**config.mk**
```make
export PLATFORM = sky130hd
export DESIGN_NAME = mem_arb
export DESIGN_NICKNAME = d
export VERILOG_FILES = /design/src/rtl/rvcpu_mem_pkg.sv /design/src/rtl/rr_arb2.sv /design/src/rtl/mem_arb.sv
export SDC_FILE = /design/constraint.sdc
export NUM_CORES = 1
export LEC_CHECK = 0
export BUFFER_PORTS_ARGS = -buffer_cell sky130_fd_sc_hd__buf_2
export CAP_MARGIN = 40
export CORE_AREA = 8 8 127 117
export CTS_BUF_LIST = sky130_fd_sc_hd__clkbuf_8 sky130_fd_sc_hd__clkbuf_16
export DETAILED_ROUTE_END_ITERATION = 7
export DIE_AREA = 0 0 135 125
export MAX_ROUTING_LAYER = met4
export PLACE_DENSITY = 0.75
export SYNTH_ARGS = -nofsm -noshare
export SYNTH_HDL_FRONTEND = slang
export SYNTH_SLANG_ARGS = --single-unit
```
**constraint.sdc**
```tcl
create_clock -name clk -period 2.2 [get_ports clk]
set_input_delay 0.11 -clock clk [delete_from_list [all_inputs] [get_ports clk]]
set_output_delay 0.11 -clock clk [all_outputs]
set_load 0.03 [all_outputs]
```
**src/rtl/rvcpu_mem_pkg.sv**
```systemverilog
// rtl/rvcpu_mem_pkg.sv - shared memory-access encodings for core, LSU, RAM and arbiter
package rvcpu_mem_pkg;

  localparam logic [1:0] MEM_B = 2'd0;
  localparam logic [1:0] MEM_H = 2'd1;
  localparam logic [1:0] MEM_W = 2'd2;

  typedef enum logic [1:0] {
    IDLE  = 2'd0,
    ISSUE = 2'd1,
    WAIT  = 2'd2,
    RESP  = 2'd3
  } arb_state_t;

  typedef enum logic {
    INSTR = 1'b0,
    DATA  = 1'b1
  } owner_t;

endpackage

```
**src/rtl/rr_arb2.sv**
```systemverilog
// rtl/rr_arb2.sv - two-requester round-robin grant; the last owner loses the next tie
module rr_arb2
  import rvcpu_mem_pkg::*;
(
  input  logic   clk,
  input  logic   rst,
  input  logic   req_instr,
  input  logic   req_data,
  input  logic   advance,
  input  owner_t owner,
  output owner_t grant
);

  owner_t last_grant;

  // Resetting to INSTR lets the data port win the first contention.
  always_ff @(posedge clk) begin
    if (rst) begin
      last_grant <= INSTR;
    end else if (advance) begin
      last_grant <= owner;
    end
  end

  always_comb begin
    grant = INSTR;
    if (req_instr && req_data) begin
      grant = (last_grant == INSTR) ? DATA : INSTR;
    end else if (req_data) begin
      grant = DATA;
    end
  end

endmodule

```
**src/rtl/mem_arb.sv**
```systemverilog
// rtl/mem_arb.sv - sequences fetch and load/store requests onto the single-port RAM
module mem_arb
  import rvcpu_mem_pkg::*;
#(
  parameter int WAIT_MAX = 15
) (
  input  logic        clk,
  input  logic        rst,
  input  logic        i_req,
  input  logic [31:0] i_addr,
  output logic [31:0] i_rdata,
  output logic        i_ready,
  input  logic        d_read,
  input  logic        d_write,
  input  logic [31:0] d_addr,
  input  logic [1:0]  d_width,
  input  logic [31:0] d_wdata,
  output logic [31:0] d_rdata,
  output logic        d_ready,
  output logic        bus_err,
  output logic [31:0] mem_addr,
  output logic        mem_read_valid,
  output logic        mem_write_valid,
  output logic [31:0] mem_write_data,
  output logic [1:0]  mem_width,
  input  logic [31:0] mem_read_data,
  input  logic        mem_ready
);

  localparam int CW = (WAIT_MAX < 1) ? 1 : $clog2(WAIT_MAX + 1);

  arb_state_t    state, state_n;
  owner_t        owner, owner_n, grant;
  logic [CW-1:0] wait_cnt, wait_cnt_n;
  logic          any_req, timeout, advance;

  logic [31:0] i_rdata_n, d_rdata_n, mem_addr_n, mem_write_data_n;
  logic [1:0]  mem_width_n;
  logic        i_ready_n, d_ready_n, bus_err_n;
  logic        mem_read_valid_n, mem_write_valid_n;

  assign any_req = i_req | d_read | d_write;
  assign timeout = (wait_cnt == CW'(WAIT_MAX));
  assign advance = (state == RESP);

  rr_arb2 u_rr_arb2 (
    .clk       (clk),
    .rst       (rst),
    .req_instr (i_req),
    .req_data  (d_read | d_write),
    .advance   (advance),
    .owner     (owner),
    .grant     (grant)
  );

  always_ff @(posedge clk) begin
    if (rst) begin
      state <= IDLE;
    end else begin
      state <= state_n;
    end
  end

  always_comb begin
    state_n = state;
    case (state)
      IDLE:    if (any_req) state_n = ISSUE;
      ISSUE:   state_n = mem_write_valid ? RESP : WAIT;
      WAIT:    if (mem_ready || timeout) state_n = RESP;
      RESP:    state_n = IDLE;
      default: state_n = IDLE;
    endcase
  end

  // Next values of the registered outputs; strobes and pulses default low.
  always_comb begin
    owner_n           = owner;
    wait_cnt_n        = wait_cnt;
    i_rdata_n         = i_rdata;
    d_rdata_n         = d_rdata;
    mem_addr_n        = mem_addr;
    mem_width_n       = mem_width;
    mem_write_data_n  = mem_write_data;
    mem_read_valid_n  = 1'b0;
    mem_write_valid_n = 1'b0;
    i_ready_n         = 1'b0;
    d_ready_n         = 1'b0;
    bus_err_n         = 1'b0;
    case (state)
      IDLE: begin
        if (any_req) begin
          owner_n = grant;
          if (grant == DATA) begin
            // A simultaneous read and write is treated as a write.
            mem_addr_n        = d_addr;
            mem_width_n       = d_width;
            mem_write_data_n  = d_wdata;
            mem_write_valid_n = d_write;
            mem_read_valid_n  = ~d_write;
          end else begin
            mem_addr_n       = i_addr;
            mem_width_n      = MEM_W;
            mem_write_data_n = '0;
            mem_read_valid_n = 1'b1;
          end
        end
      end
      ISSUE: begin
        if (mem_write_valid) begin
          i_ready_n = (owner == INSTR);
          d_ready_n = (owner == DATA);
        end
      end
      WAIT: begin
        if (mem_ready || timeout) begin
          i_ready_n = (owner == INSTR);
          d_ready_n = (owner == DATA);
          bus_err_n = ~mem_ready;
          if (owner == DATA) begin
            d_rdata_n = mem_ready ? mem_read_data : '0;
          end else begin
            i_rdata_n = mem_ready ? mem_read_data : '0;
          end
        end else begin
          wait_cnt_n = wait_cnt + 1'b1;
        end
      end
      RESP: begin
        wait_cnt_n = '0;
      end
      default: begin
        wait_cnt_n = '0;
      end
    endcase
  end

  always_ff @(posedge clk) begin
    if (rst) begin
      owner           <= INSTR;
      wait_cnt        <= '0;
      i_rdata         <= '0;
      d_rdata         <= '0;
      i_ready         <= 1'b0;
      d_ready         <= 1'b0;
      bus_err         <= 1'b0;
      mem_addr        <= '0;
      mem_width       <= '0;
      mem_write_data  <= '0;
      mem_read_valid  <= 1'b0;
      mem_write_valid <= 1'b0;
    end else begin
      owner           <= owner_n;
      wait_cnt        <= wait_cnt_n;
      i_rdata         <= i_rdata_n;
      d_rdata         <= d_rdata_n;
      i_ready         <= i_ready_n;
      d_ready         <= d_ready_n;
      bus_err         <= bus_err_n;
      mem_addr        <= mem_addr_n;
      mem_width       <= mem_width_n;
      mem_write_data  <= mem_write_data_n;
      mem_read_valid  <= mem_read_valid_n;
      mem_write_valid <= mem_write_valid_n;
    end
  end

endmodule

```
==> results of run 1 <==
==> flip-flops by register name, summed over array words and instances, names as in the netlist <==
register / cells
owner: 1
mem_width: 2
u_rr_arb2.last_grant: 1
wait_cnt: 4
d_rdata: 32
i_ready: 1
bus_err: 1
mem_addr: 32
mem_write_data: 32
d_ready: 1
state: 2
mem_read_valid: 1
i_rdata: 32
mem_write_valid: 1
==> power by group through the flow <==
stage                     registers [W]  clock network [W]  logic [W]
after floorplan                 0.00413                  0    0.00137
after detailed placement        0.00331                  0    0.00319
after global routing            0.00335            0.00310    0.00368
final                           0.00331            0.00295    0.00347
after CTS                       0.00328            0.00298    0.00337
after global placement          0.00331                  0    0.00316
==> critical path: stages <==
cell,delay [ps]
dlygate4sd3_1,560
buf_2,210
a2bb2oi_4,190
buf_12,290
mux2i_1,290
dlygate4sd3_1,580
a21oi_1,70
==> per-stage QoR <==
step | hold slack (ps) | utilization
after floorplan | 189 | -
after detailed placement | 378 | 0.561
after global placement | 371 | 0.561
after CTS | 0.271 | 0.701
after global routing | 14.8 | 0.701
final | 18.0 | 0.701
==> cell usage after synthesis, types with 2 or more instances <==
| master | instances |
|---|---|
| buf_6 | 8 |
| o21ai_0 | 33 |
| clkbuf_1 | 38 |
| mux2i_1 | 35 |
| a311oi_1 | 32 |
| nor3b_1 | 2 |
| a31oi_1 | 2 |
| and3_1 | 3 |
| o31a_1 | 2 |
| inv_1 | 4 |
| nor4_1 | 2 |
| nand2_1 | 73 |
| nor3_1 | 3 |
| a21oi_1 | 99 |
| or3b_2 | 2 |
| dfxtp_1 | 143 |
| nand3b_1 | 2 |
| ha_1 | 6 |
| o31ai_1 | 33 |
| a32oi_1 | 33 |
| buf_2 | 20 |
| nor2_1 | 38 |
==> worst paths after layout <==
path | startpoint | to | slack, ps | depth (start not counted)
worst max-delay path | d_write | mem_addr[13]$_SDFFE_PP0P_ | 170 | 7
worst min-delay path | i_addr[27] | mem_addr[27]$_SDFFE_PP0P_ | 20 | 3
worst max register to register | wait_cnt[0]$_SDFFE_PP0P_ | d_rdata[22]$_SDFFE_PP0P_ | 190 | 5
worst min register to register | i_rdata[20]$_SDFFE_PP0P_ | i_rdata[20]$_SDFFE_PP0P_ | 470 | 2
==> logic make-up (layout without fill, tap and decap cells) <==
logic type | after synthesis | count (layout) | synth area share
other | 0 | 1 | 0
muxes | 35 | 35 | 0.0601
buffers and inverters | 72 | 443 | 0.0616
and+or+nand+nor | 135 | 135 | 0.100
DFF | 143 | 143 | 0.491
adders and majority gates | 6 | 6 | 0.0129
AOI/OAI and AO/OA | 242 | 242 | 0.275
==> cells in the final DEF, fill, tap and decap left out, drive strengths merged, types with 32 or more instances in the layout <==
cell and n:
o31ai 34, nor2 38, nand2 73, a21oi 99
dfxtp 143, dlygate4sd3 119, mux2i 35, a32oi 33
a311oi 32, buf 287, o21ai 33
==> metal layers <==
metal | part of all wire | track usage
met5 | 0 | -
met4 | 0.032 | 0.113
met3 | 0.089 | 0.0749
met2 | 0.48 | 0.412
met1 | 0.40 | 0.304
==> area by class of cell <==
cell class              count  area [um^2]  share of cell area
well taps                 168          210              0.0232
flip-flops and latches    143         2860               0.316
diodes                      1         2.50            0.000276
repair buffers            406         2710               0.299
clock buffers              20          467              0.0516
clock inverters            12          143              0.0158
multi-input cells         418         2640               0.291
inverters                   5         18.8             0.00207
==> results.sh, run 1 <==
export IMPL_hold_buffers=119
export IMPL_synth_top_cell_area_share=0.491
export IMPL_synth_seq_cells=143
export IMPL_p_per_area_nw_per_um2=1070
export IMPL_p_switching_w=0.00372
export IMPL_pwr_share_clk=0.303
export IMPL_cts_setup_buffers=0
export IMPL_fin_crit_sh=0.923
export IMPL_seq_area_frac_synth=0.491
export IMPL_layout_drive_gt1_share=0.325
export IMPL_status="completed"
export IMPL_ys_types=42
export IMPL_place_area_um2=7250
export IMPL_grt_pass1_vias=6753
export IMPL_slew_viol_final=0
export IMPL_core_area_um2=12900
export IMPL_crit_arrival_ps=2320
export IMPL_synthesis_nets=775
export IMPL_drv_cap=0
export IMPL_insertion_delay_ps=420
export IMPL_synth_avg_cell_area_um2=9.21
export IMPL_cts_tree="done"
export IMPL_vias=6537
export IMPL_p_leak_nw=4.09
export IMPL_crit_type="in -> reg"
export IMPL_fin_ws_ps=169
export IMPL_die_h_um=125
export IMPL_syn_to_final_growth_pct=55.2
export IMPL_wl_per_cell_um=18.9
export IMPL_grtUsageTotal=0.261
export IMPL_sw_frac_of_total=0.382
export IMPL_synth_largest_area_cell="dfxtp_1"
export IMPL_dp_slack_ps=229
export IMPL_finish_net_count=1133
export IMPL_dieArea_um2=16900
export IMPL_grt_max_degree=66
export IMPL_synthTopCellsByArea="dfxtp_1 (49%), a21oi_1 (8.5%), mux2i_1 (6.0%)"
export IMPL_p_int_w=0.00600
export IMPL_ir_drop_mv=0.819
export IMPL_drtPass1Iterations=5
export IMPL_place_hpwl_um=13300
export IMPL_synth_area_um2=5830
export IMPL_start_util=0.452
export IMPL_hold_path_class="in -> reg"
export IMPL_drtIter0Drc=560
export IMPL_die_x_um=135
export IMPL_antenna_found_initial=1
export IMPL_finalHoldViolations=0
export IMPL_startpoint_type="input port"
export IMPL_fillCellCount=905
export IMPL_ant_nets=0
export IMPL_drc=0
export IMPL_final_cells=1173
export IMPL_worstPathRequired_ps=2490
export IMPL_finalSetupViolCount=0
export IMPL_skew_ps=7.72
export IMPL_worst_pin_slew_ps=778
export IMPL_place_gp_congestion=0.807
export IMPL_slew_headroom=0.481
export IMPL_post_route_min_period_ps=2030
export IMPL_grt_remaining_overflow=0
export IMPL_clock_path_buffers=2
export IMPL_synth_edf_count=0
export IMPL_fin_area_um2=9050
export IMPL_post_drt_via_cell_ratio=5.57
export IMPL_grt_pass1_wl_um=34900
export IMPL_rows=40
export IMPL_synth_main_ff_cell="dfxtp_1"
export IMPL_crit_path_end_kind="flop"
export IMPL_max_freq_mhz=492
export IMPL_synthCells=633
export IMPL_drt_total_wl_um=22200
export IMPL_power_frac_seq=0.340
export IMPL_portBuffers=270
export IMPL_cts_max_level=4
export IMPL_dp_cells=1021
export IMPL_yosys_warnings=0
export IMPL_numCtsBuffers=17
export IMPL_power_w=0.00972
export IMPL_cts_resized=0
export IMPL_num_io_pins=271
export IMPL_clk_pin_slew_worst_paths_ps=60
export IMPL_path_max_fanout=53
export IMPL_fin_setup_tns_ps=0
export IMPL_cts_sinks=143
export IMPL_cts_root_buf="clkbuf_16"
export IMPL_synthArstFlopShare=0
export IMPL_rsz0062_at_grt="no"
export IMPL_pwr_share_comb=0.357
No activity file was read; power rests on OpenSTA's default activity.
==> run 2: changes to the inputs <==
CELL_PAD_IN_SITES_DETAIL_PLACEMENT = 0   (was unset)
CELL_PAD_IN_SITES_GLOBAL_PLACEMENT = 1   (was unset)
CORE_AREA = 8 8 148 136   (was 8 8 127 117)
DIE_AREA = 0 0 156 144   (was 0 0 135 125)
==> run 2 against run 1 <==
Utilization decreased by 19 points; flip-flop and latch count unchanged; clock skew increased by 1.7 ps; fmax decreased by 0.96%; clock power about the same; non-clock buffer count decreased by 7; sequential share of layout area decreased by 0.087 points; cell area increased by 0.28%; largest cell class unchanged; wire length decreased by 3.0%; via count decreased by 4.8%.
==> results.sh, run 2 (synthesis results as in run 1) <==
export IMPL_grt_pass1_wl_um=33000
export IMPL_vias=6221
export IMPL_slowest_stage="dlygate4sd3_1"
export IMPL_status="completed"
export IMPL_crit_arrival_ps=2340
export IMPL_ant_nets=0
export IMPL_finalHoldViolations=0
export IMPL_start_util=0.327
export IMPL_sw_frac_of_total=0.384
export IMPL_cts_sinks=143
export IMPL_r2r_slack_ps=150
export IMPL_drt_total_wl_um=21500
export IMPL_cts_setup_buffers=0
export IMPL_rows=47
export IMPL_pwr_share_comb=0.356
export IMPL_worstPathRequired_ps=2490
export IMPL_power_frac_seq=0.341
export IMPL_dieArea_um2=22500
export IMPL_antenna_found_initial=0
export IMPL_num_antenna_cells=0
export IMPL_crit_path_max_incr_delay_ps=580
export IMPL_slew_viol_final=0
export IMPL_cts_root_buf="clkbuf_16"
export IMPL_final_util=0.509
export IMPL_clk_pin_slew_worst_paths_ps=60
export IMPL_drc=0
export IMPL_insertion_delay_ps=410
export IMPL_multi_input_area_um2=2640
export IMPL_path_depth=5
export IMPL_p_leak_nw=4.05
export IMPL_num_io_pins=271
export IMPL_rsz0062_at_grt="no"
export IMPL_whs_path_depth=3
export IMPL_grt_max_degree=65
export IMPL_cts_max_level=4
export IMPL_path_max_fanout=28
export IMPL_crit_path_end_kind="flop"
export IMPL_regArea_um2=2860
export IMPL_portBuffers=270
export IMPL_hold_buffers=110
export IMPL_critical_path_buf_inv_count=2
export IMPL_layout_commonest_cell="buf_2"
export IMPL_post_route_min_period_ps=2050
export IMPL_hold_path_class="in -> reg"
export IMPL_clock_path_buffers=2
export IMPL_p_int_w=0.00594
export IMPL_finalSetupViolCount=0
export IMPL_crit_type="reg -> reg"
export IMPL_core_area_um2=17800
export IMPL_numCtsBuffers=17
export IMPL_worstPathCellList="a2bb2oi_4 -> buf_12 -> mux2i_1 -> dlygate4sd3_1 -> a21oi_1"
export IMPL_wl_per_cell_um=17.3
export IMPL_cts_tree="done"
export IMPL_power_w=0.00965
export IMPL_skew_ps=9.39
export IMPL_p_per_area_nw_per_um2=1060
export IMPL_grtUsageTotal=0.190
export IMPL_ir_drop_mv=0.623
export IMPL_startpoint_type="flop"
export IMPL_pwr_share_clk=0.303
export IMPL_syn_to_final_growth_pct=55.6
export IMPL_die_x_um=156
export IMPL_drtPass1Iterations=5
export IMPL_drv_cap=0
export IMPL_layout_drive_gt1_share=0.331
export IMPL_p_switching_w=0.00371
export IMPL_layout_common_cells="buf_2 (269), dfxtp_1 (142), dlygate4sd3_1 (110)"
export IMPL_fillCellCount=1666
export IMPL_finish_net_count=1126
export IMPL_cts_resized=0
export IMPL_fin_setup_tns_ps=0
export IMPL_grt_remaining_overflow=0
export IMPL_slew_headroom=0.537
export IMPL_worst_pin_slew_ps=695
export IMPL_cp_top_family="buffers and inverters"
export IMPL_die_h_um=144
export IMPL_grt_pass1_vias=6185
export IMPL_post_drt_via_cell_ratio=5.01
export IMPL_reg2reg_depth=5
export IMPL_place_hpwl_um=14100
export IMPL_place_gp_congestion=0.769
export IMPL_max_freq_mhz=488
export IMPL_fin_crit_sh=0.932
export IMPL_drtIter0Drc=308
[run 2: through the flow]
| stage | hold WS, ps | std cells | area [um^2] | setup slack (ps) |
|---|---|---|---|---|
| after CTS | 0.800 | 1241 | 9080 | 163 |
| after global routing | 14.7 | 1241 | 9080 | 38.9 |
| after detailed placement | 379 | 1100 | 7380 | 318 |
| after floorplan | 189 | 633 | 5830 | 533 |
| after global placement | 368 | 1099 | 7360 | 362 |
| final | 8.05 | 1241 | 9080 | 149 |
[run 2: power groups by stage]
stage               clock network (W)  registers (W)  logic (W)
finish                        0.00292        0.00329    0.00344
global route                  0.00311        0.00335    0.00369
global placement                    0        0.00332    0.00324
floorplan                           0        0.00413    0.00137
detailed placement                  0        0.00332    0.00327
CTS                           0.00299        0.00328    0.00344
[run 2: final timing paths]
kind	start	end
worst min-delay path	i_addr[21]	mem_addr[21]$_SDFFE_PP0P_
worst max register to register	u_rr_arb2.last_grant$_SDFFE_PP0P_	mem_addr[3]$_SDFFE_PP0P_
worst min register to register	i_rdata[11]$_SDFFE_PP0P_	i_rdata[11]$_SDFFE_PP0P_
worst max-delay path	u_rr_arb2.last_grant$_SDFFE_PP0P_	mem_addr[3]$_SDFFE_PP0P_
[run 2: layer usage]
| metal | vias up | global-route usage | part of all wire |
|---|---|---|---|
| li1 | 3052 | - | - |
| met1 | 2865 | 0.234 | 0.44 |
| met2 | 277 | 0.287 | 0.45 |
| met3 | 27 | 0.0604 | 0.083 |
| met4 | 0 | 0.0704 | 0.023 |
| met5 | - | - | 0 |
[run 2: cell type report]
class                           instances  area share
Clock buffer                           17      0.0469
Multi-Input combinational cell        418       0.290
Clock inverter                         14      0.0187
Sequential cell                       143       0.316
Inverter                                5     0.00207
Tap cell                              245      0.0338
Timing Repair Buffer                  399       0.293
[run 2: worst reg2reg max path: cells and delay by family (launching register included)]
kind                   cells  cell delay, ps
flip-flops                 1             350
AO/OA/AOI/OAI              2             490
multiplexers               1             230
buffers and inverters      2             860
==> run 3: changes to the inputs <==
HOLD_SLACK_MARGIN = 0.03   (was unset)
clock period = 2 ns   (was 2.2 ns; I/O delays follow)
==> run 3 against run 2 <==
Clock power grew 12%; non-clock buffer count grew 26; via count grew 2.3%; flip-flop and latch count is the same; clock skew shrank 0.64 ps; total power grew 11%; fmax grew 15%.
==> results.sh, run 3 (synthesis results as in run 1) <==
export IMPL_dieArea_um2=22500
export IMPL_drv_cap=0
export IMPL_drtPass1Iterations=5
export IMPL_p_per_area_nw_per_um2=1150
export IMPL_layout_commonest_cell="buf_2"
export IMPL_cts_setup_buffers=0
export IMPL_finalSetupViolCount=0
export IMPL_fin_crit_sh=0.894
export IMPL_drtIter0Drc=277
export IMPL_post_drt_via_cell_ratio=5.01
export IMPL_whs_path_depth=3
export IMPL_p_leak_nw=4.16
export IMPL_status="completed"
export IMPL_drc=0
export IMPL_grt_max_degree=69
export IMPL_path_max_fanout=64
export IMPL_layout_common_cells="buf_2 (269), dfxtp_1 (142), dlygate4sd3_1 (129)"
export IMPL_fin_setup_tns_ps=0
export IMPL_portBuffers=270
export IMPL_place_gp_congestion=0.809
export IMPL_slew_viol_final=0
export IMPL_syn_to_final_growth_pct=60.0
export IMPL_place_hpwl_um=14200
export IMPL_hold_path_class="in -> reg"
export IMPL_worst_pin_slew_ps=742
export IMPL_grtUsageTotal=0.197
export IMPL_cts_root_buf="clkbuf_16"
export IMPL_layout_drive_gt1_share=0.328
export IMPL_core_area_um2=17800
export IMPL_rsz0062_at_grt="no"
export IMPL_grt_remaining_overflow=0
export IMPL_reg2reg_depth=6
export IMPL_cts_max_level=4
export IMPL_cts_tree="done"
export IMPL_skew_ps=8.75
export IMPL_crit_path_max_incr_delay_ps=350
export IMPL_slowest_stage="dfxtp_1"
export IMPL_cts_sinks=143
export IMPL_finalHoldViolations=0
export IMPL_finish_net_count=1152
export IMPL_vias=6362
export IMPL_clk_pin_slew_worst_paths_ps=60
export IMPL_antenna_found_initial=0
export IMPL_regArea_um2=2860
export IMPL_clock_path_buffers=2
export IMPL_numCtsBuffers=17
export IMPL_grt_pass1_vias=6292
export IMPL_startpoint_type="flop"
export IMPL_max_freq_mhz=559
export IMPL_ant_nets=0
export IMPL_worstPathCellList="inv_1 -> ha_1 -> and3_2 -> buf_12 -> a21oi_1 -> a311oi_1"
export IMPL_grt_pass1_wl_um=34200
export IMPL_crit_type="reg -> reg"
export IMPL_crit_path_end_kind="flop"
export IMPL_ir_drop_mv=0.822
export IMPL_crit_arrival_ps=2100
export IMPL_insertion_delay_ps=420
export IMPL_die_x_um=156
export IMPL_die_h_um=144
export IMPL_start_util=0.327
export IMPL_post_route_min_period_ps=1790
export IMPL_fin_ws_ps=212
export IMPL_multi_input_area_um2=2640
export IMPL_drt_total_wl_um=22400
export IMPL_fillCellCount=1610
export IMPL_dp_slack_ps=233
export IMPL_num_io_pins=271
export IMPL_wl_per_cell_um=17.7
export IMPL_slew_headroom=0.506
export IMPL_rows=47
export IMPL_worstPathRequired_ps=2310
## run 3: changes by cell type in the layout (fill, tap and decap cells not counted)
cell,before,now
clkinv_2,4,2
buf_4,15,22
clkbuf_8,0,1
dlygate4sd3_1,110,129
diode_2,0,1
buf_8,1,0
clkinv_4,6,1
inv_6,0,3
buf_12,4,5
clkinvlp_4,1,3
inv_1,4,6
## run 3: stage by stage
stage | util | instances | hold WS (ps) | area, um^2 | total power [W]
2_1_floorplan | - | 633 | 179 | 5830 | 0.00605
3_3_place_gp | 0.417 | 1107 | 358 | 7440 | 0.00729
3_5_place_dp | 0.417 | 1107 | 367 | 7440 | 0.00729
4_1_cts | 0.524 | 1268 | 40.8 | 9330 | 0.0108
5_1_grt | 0.524 | 1268 | 76.2 | 9330 | 0.0113
6_report | 0.524 | 1269 | 73.5 | 9340 | 0.0108
## run 3: final timing paths
kind	start	slack, ps	end
max	state[0]$_SDFFE_PP0P_	210	d_rdata[29]$_SDFFE_PP0P_
min	i_addr[1]	70	mem_addr[1]$_SDFFE_PP0P_
max reg2reg	state[0]$_SDFFE_PP0P_	210	d_rdata[29]$_SDFFE_PP0P_
min reg2reg	i_rdata[3]$_SDFFE_PP0P_	470	i_rdata[3]$_SDFFE_PP0P_
## run 3: final cells by class
class,count,area share
antenna,1,0.000268
clock buffer,18,0.0470
clock inverter,14,0.0177
inverter,5,0.00201
multi-input combinational,418,0.282
sequential,143,0.307
tap,245,0.0328
timing repair buffer,425,0.311
## run 3: metal layers
layer	part of all wire	up-vias	global-route usage	wire length, um
met5	0	-	-	0
met4	0.015	0	0.0679	342
met3	0.084	23	0.0601	1880
met2	0.45	299	0.300	10200
met1	0.45	2929	0.245	10000
li1	-	3111	-	-
## run 3: report_power, final
| part | switching [W] | leakage, nW | internal, W |
|---|---|---|---|
| logic | 0.00257 | 2.70 | 0.00128 |
| clock network | 0.00128 | 0.296 | 0.00200 |
| registers | 0.000280 | 1.17 | 0.00335 |
| total | 0.00414 | 4.16 | 0.00662 |
## run 3: timing repair
item / in CTS / in global routing
hold buffers: 129 / 0
endpoints found under the hold margin: 130 / 0
gates resized for setup: 0 / 0
## run 3: worst max-delay path: cells and delay by family (launching register included)
family	cells	cell delay, ps
AO/OA/AOI/OAI	2	390
adder cells (fa/ha/maj)	1	300
buffers and inverters	2	370
flip-flops	1	350
AND/OR/NAND/NOR	1	250
